[src/rtl/adc_frame_capture.sv]
// ADC frame capture: shifts ADC samples into a FRAME_LEN-deep history and
// emits whole frames (optionally 50 % overlapped) over a valid/ready output
// slot. Frames that find the slot occupied are dropped and counted.
module adc_frame_capture #(
  parameter int unsigned SAMPLE_W  = 4,
  parameter int unsigned FRAME_LEN = 8
) (
  input  logic                          clk,
  input  logic                          rst,
  input  logic                          enable,
  input  logic                          overlap_en,
  input  logic [SAMPLE_W-1:0]           sample_in,
  input  logic                          sample_valid,
  output logic [FRAME_LEN*SAMPLE_W-1:0] frame_data,
  output logic                          frame_valid,
  input  logic                          frame_ready,
  output logic [7:0]                    frame_index,
  output logic [7:0]                    drop_count,
  output logic                          busy
);

  localparam int unsigned DW = FRAME_LEN * SAMPLE_W;
  localparam int unsigned CW = $clog2(FRAME_LEN);

  typedef enum logic [1:0] {
    IDLE,
    PRIME,
    STREAM
  } state_t;

  state_t        state;
  logic          mode_ovl;
  logic [DW-1:0] hist;
  logic [DW-1:0] hist_next;
  logic [CW-1:0] fill_cnt;
  logic [CW-1:0] hop_cnt;
  logic [CW-1:0] hop_last;
  logic [7:0]    seq;
  logic          take;
  logic          produce;
  logic          slot_free;

  // Next history, sample acceptance and frame-completion decode
  always_comb begin
    hist_next = {sample_in, hist[DW-1:SAMPLE_W]};
    hop_last  = mode_ovl ? CW'(FRAME_LEN / 2 - 1) : CW'(FRAME_LEN - 1);
    take      = sample_valid && enable && (state != IDLE);
    produce   = 1'b0;
    if (take) begin
      if (state == PRIME)
        produce = (fill_cnt == CW'(FRAME_LEN - 1));
      else if (state == STREAM)
        produce = (hop_cnt == hop_last);
    end
    slot_free = !frame_valid || frame_ready;
  end

  // Capture FSM, history shift register and output slot
  always_ff @(posedge clk) begin
    if (rst) begin
      state       <= IDLE;
      mode_ovl    <= 1'b0;
      hist        <= '0;
      fill_cnt    <= '0;
      hop_cnt     <= '0;
      seq         <= '0;
      frame_data  <= '0;
      frame_valid <= 1'b0;
      frame_index <= '0;
      drop_count  <= '0;
    end else begin
      case (state)
        IDLE: begin
          fill_cnt <= '0;
          hop_cnt  <= '0;
          if (enable) begin
            state    <= PRIME;
            mode_ovl <= overlap_en;
          end
        end
        PRIME: begin
          if (!enable) begin
            state    <= IDLE;
            fill_cnt <= '0;
            hop_cnt  <= '0;
          end else if (take) begin
            hist <= hist_next;
            if (fill_cnt == CW'(FRAME_LEN - 1)) begin
              state    <= STREAM;
              fill_cnt <= '0;
              hop_cnt  <= '0;
            end else begin
              fill_cnt <= fill_cnt + 1'b1;
            end
          end
        end
        STREAM: begin
          if (!enable) begin
            state    <= IDLE;
            fill_cnt <= '0;
            hop_cnt  <= '0;
          end else if (take) begin
            hist <= hist_next;
            if (hop_cnt == hop_last) hop_cnt <= '0;
            else                     hop_cnt <= hop_cnt + 1'b1;
          end
        end
        default: state <= IDLE;
      endcase

      // A handshake and a new frame in the same cycle reuse the slot, so
      // frame_valid stays high; otherwise a handshake empties it.
      if (produce) begin
        if (slot_free) begin
          frame_data  <= hist_next;
          frame_valid <= 1'b1;
          frame_index <= seq;
          seq         <= seq + 8'd1;
        end else if (drop_count != 8'hFF) begin
          drop_count <= drop_count + 8'd1;
        end
      end else if (frame_valid && frame_ready) begin
        frame_valid <= 1'b0;
      end
    end
  end

  assign busy = (state != IDLE);

endmodule

[config.mk]
export PLATFORM = sky130hd
export DESIGN_NAME = adc_frame_capture
export DESIGN_NICKNAME = d
export VERILOG_FILES = /design/src/rtl/adc_frame_capture.sv
export SDC_FILE = /design/constraint.sdc
export NUM_CORES = 1
export LEC_CHECK = 0
export BUFFER_PORTS_ARGS = -buffer_cell sky130_fd_sc_hd__buf_2
export CORE_ASPECT_RATIO = 1.4
export CORE_UTILIZATION = 40
export CTS_BUF_LIST = sky130_fd_sc_hd__clkbuf_2 sky130_fd_sc_hd__clkbuf_4 sky130_fd_sc_hd__clkbuf_8
export CTS_CLUSTER_DIAMETER = 50
export DETAILED_ROUTE_END_ITERATION = 12
export GPL_TIMING_DRIVEN = 0
export PLACE_DENSITY = 0.58
export SYNTH_ARGS = -nofsm -noshare
export SYNTH_HDL_FRONTEND = slang
export SYNTH_SLANG_ARGS = --single-unit
[constraint.sdc]
create_clock -name clk -period 2.69 [get_ports clk]
set_input_delay 0.269 -clock clk [delete_from_list [all_inputs] [get_ports clk]]
set_output_delay 0.269 -clock clk [all_outputs]
set_load 0.02 [all_outputs]
### After elaboration in Yosys (flattened, before gate mapping)

Cells that the tools add are included.

* output and inout port bits: 50
* logic and storage cells: 69
* register bits after elaboration: 98
* bits of input ports: 10

* $add $sub $neg: 4
* mux-type cells: 25
* equal/unequal tests: 11
* reduce and logical (&&, ||, !) cells: 18
* bitwise logic cells: 1

Operator list (number)
* $mux 3: 11
* $pmux 3 s3: 2
* $add 8x1->8 const B: 2
* $mux 2: 5
* $reduce_and 3->1: 3
* $ne 8x8->1 const B: 1
* $reduce_and 4->1: 2
* $add 3x1->3 const B: 2
* $mux 1: 6
* $ne 3x3->1 const B: 2
* $pmux 2 s3: 1
* $reduce_and 2->1: 3
* $ne 2x2->1 const B: 2
* $reduce_bool 2->1: 2
* $eq 3x3->1: 1
* $eq 3x3->1 const B: 1
* $logic_and 1x1->1: 3
* $ne 3x2->1 const B: 1
* $reduce_bool 3->1: 1
* $eq 2x1->1 const B: 1
* $eq 2x2->1 const B: 1
* $logic_not 2->1: 1
* $ne 2x1->1 const B: 1
* $reduce_or 2->1: 1
* 3 further kinds: 3

### Longest topological paths before layout

* depth after elaboration: 7
* mapped depth: 10
* depth with buffers taken out: 7

### Worst setup path after synthesis

No wires, ideal clock.

* path type: register -> register
* start: register state[0]
* end: register frame_data[0]
* cell stages (with the launch flop): 11
* arrival time: 1.783 ns
* setup time: 0.132 ns
* period minus slack after synthesis: 1.915 ns
* required time: 2.558 ns
* setup slack: 0.775 ns
* buffers on the path: 3
* path through: dfxtp_1 > inv_1 > ha_1 > nor2b_1 > clkbuf_8 > nand4_4 > or2_1 > buf_4 > buf_6 > nand2_1 > a21oi_1

* longest elaborated chain between the ends: 5
* elaborated cells on any way between the ends: 8
* those cells by class: eq/ne (2); mux (3); reduce/logical (3)

RTL lines
* from (decl): line 31 `state_t state;`
* from (signal assigned): line 61 `state <= IDLE;`
* from (signal assigned): line 77 `state <= PRIME;`
* from (signal assigned): line 83 `state <= IDLE;`
* $eq 2x2->1: line 52 `else if (state == STREAM)`
* $mux 1: line 52
* $mux 1: line 50 `if (state == PRIME)`
* $mux 1 *: line 49 `if (take) begin`
* $reduce_and 2->1 (no line) *
* to (signal assigned): line 115 `frame_data <= hist_next;`
* to (decl): line 14 `output logic [FRAME_LEN*SAMPLE_W-1:0] frame_data,`

Mark *: on every way between the ends. The rest lies on a longest branch, timed or not.
A chain may end at the register's enable or synchronous reset.

### Worst setup path after layout

* start: register state[0]
* end: register frame_data[1]

The elaborated chain is that of the path after synthesis.

==> impl_metrics.ini <==
[status]
status = complete, but fails checks
violations = DRC

[synthesis]
synth_area_leaders = dfxtp_1 (49%), nand2_1 (14%), a21oi_1 (10%)
ys_warn_count = 0
seq_area_frac_synth_pct = 49.1
synth_edf_count = 0
syn_avg_cell_area_um2 = 8.40
synth_top_cell_by_area = dfxtp_1
ys.flop_type = dfxtp_1
syn-num-nets = 476
synth_top_area_share_pct = 49.1
netlist_area_um2 = 3830
synth.distinct_cells = 45
ys_ff_latch = 94
syn_inst = 456
synth-async-reset-ratio_pct = 0

[setup_path]
path_class = flop to flop
worstPathArrival_ns = 2.34
critPathTopFamily = simple AND/OR/NAND/NOR gates
startpoint = state[0]
crit_required_ns = 2.92
path_buf_inv = 4
r2r-end = frame_data[1]
startpoint_type = flop
r2r-start = state[0]
cp_max_fo = 10
r2r_setup_slack_ns = 0.58
cp-end-kind = flop
ff2ff_path_depth = 10
slowest_delay_ns = 0.39
path_cells = inv_1 -> ha_1 -> nor2b_1 -> clkbuf_8 -> nand4_4 -> or2_1 -> buf_4 -> buf_6 -> nand2_1 -> a21oi_1
slowest_stage = dfxtp_1

[sta]
slew_viol_final = 0
fmax_mhz = 473
rsz0062_at_grt = no
fin_crit_sh_pct = 78.5
timing.slew.headroom_pct = 64.3
period_needed_ns = 2.11
tightestPinTransition_ns = 0.536
hold_viol = 0
finalSetupViolCount = 0
clock-skew-final_ns = 0.00650
tns_ns = 0

[power]
p_leak_nw = 1.70
vdd_drop_max_mv = 0.346
p_per_area_nw_per_um2 = 617
total_power_mw = 2.78

[finish]
diodes = 0
final-seq-area_um2 = 1880
multiInputGateArea_um2 = 1760
drive_above_1_share_pct = 19.8
nFillCells = 965
final_common_cell = nand2_1
final_nets = 545
syn_to_final_growth_pct = 17.5
final_cell_mix = nand2_1 (148), dfxtp_1 (94), a21oi_1 (78)

[clock_tree]
clk_latency_ns = 0.36
cts.sinks = 94
cts_setup_buffers = 0
cts_tree = built
cts_buffers = 9
ctsHtreeMaxLevel = 3
clock_path_buffers = 2
cts_resized = 0
cts_hold_buf = 0
path_clk_slew_ns = 0.09
cts_root_buffer = clkbuf_8

[floorplan]
pin_count = 60
die_h_um = 118
core_area_um2 = 9180
initial_core_util_pct = 41.7
rows = 41
die_area_um2 = 9980
die_w_um = 84.7

[global_routing]
grtUsageMet1_pct = 21.1
groute.usage.overall_pct = 17.3
grt_first_pass_wirelength_um = 13700
use_met3_pct = 3.65
grt_start_max_net_pins = 16
grt_pass1_vias = 2864
grt.busiest_layer = met2
met2_usage_pct = 29.7
antenna_found_initial = 0
overflow = 0

[routing]
vias = 3134
drtIter0Drc = 113
drc = 1
wl_um = 8200
wl_per_cell_um = 12.9
drt_pre_antenna_iters = 11
viasPerCell = 4.92
drtAntennaViolNets = 0

[placement]
gp_congestion = 0.844
io_buffers = 58
hpwl_um = 6040

[worst_hold_path]
hold_class = primary input to flop
whs_path_depth = 3
hold_end = hist[28]
hp-start = sample_in[0]

[run]
max-cap-violations = 0
## state kept, by name (all words and copies together) (netlist names)
register and flops:
frame_data 32, hist 28, drop_count 8, frame_index 8, seq 8, fill_cnt 3, hop_cnt 3, state 2
frame_valid 1, mode_ovl 1
## worst max-delay path by stage
stage	to	slack (ns)	depth (start not counted)
6_report	frame_data[1]	0.58	10
5_1_grt	frame_data[11]	0.36	10
4_1_cts	frame_data[1]	0.55	10
3_5_place_dp	frame_data[18]	0.57	10
3_3_place_gp	frame_data[25]	0.60	10
2_1_floorplan	frame_data[0]	0.77	10
## Yosys cell counts (2+ instances only)
library cell and count:
nand4_1 3, nand3_1 10, buf_6 5, nand2b_1 4, mux2i_1 3, o21ai_0 2, dfxtp_1 94, xnor2_1 13
a21oi_1 78, nor4b_2 2, nand2_1 148, nor4_1 2, ha_1 10, nor2_1 23, clkbuf_1 9, buf_2 9
nor3b_1 3, inv_1 6, nor3_2 5, and3_1 2
## layer usage
layer	part of all wire [%]	wire (um)
met5	0	0
met4	1.7	136
met3	3.1	257
met2	50	4070
met1	46	3740
## power by group
part | internal, mW | switching [mW]
combinational | 0.0794 | 0.152
sequential | 1.40 | 0.00919
clock | 0.641 | 0.496
total | 2.12 | 0.657
## kinds of logic after synthesis
group	after synthesis	synth area share, %
adder cells (fa/ha/maj)	10	3.26
buffers and inverters	33	4.99
AO/OA/AOI/OAI	90	13.3
flip-flops	94	49.1
multiplexers	4	1.08
XOR/XNOR	14	3.40
AND/OR/NAND/NOR	211	24.8
## final cells by class
cell class | instances | area share (%)
Inverter | 6 | 0.500
Buffer | 27 | 3.75
Sequential cell | 94 | 41.8
Multi-Input combinational cell | 329 | 39.1
Clock buffer | 10 | 3.06
Clock inverter | 6 | 2.42
Tap cell | 107 | 2.97
Timing Repair Buffer | 58 | 6.45
## tightest hold or removal path: stages
cell and delay (ns):
buf_2 0.12, nand2_1 0.05, a21oi_1 0.05
## per-stage QoR
stage	util [%]	hold slack (ns)	cells	worst slack (ns)	instance area, um^2
after floorplan	-	0.405	456	0.775	3830
after global placement	46.4	0.441	621	0.600	4260
after detailed placement	46.4	0.444	621	0.567	4260
after CTS	49.0	0.150	637	0.552	4500
after global routing	49.0	0.153	637	0.361	4500
final	49.0	0.167	637	0.577	4500
No activity file was read; power rests on OpenSTA's default activity.
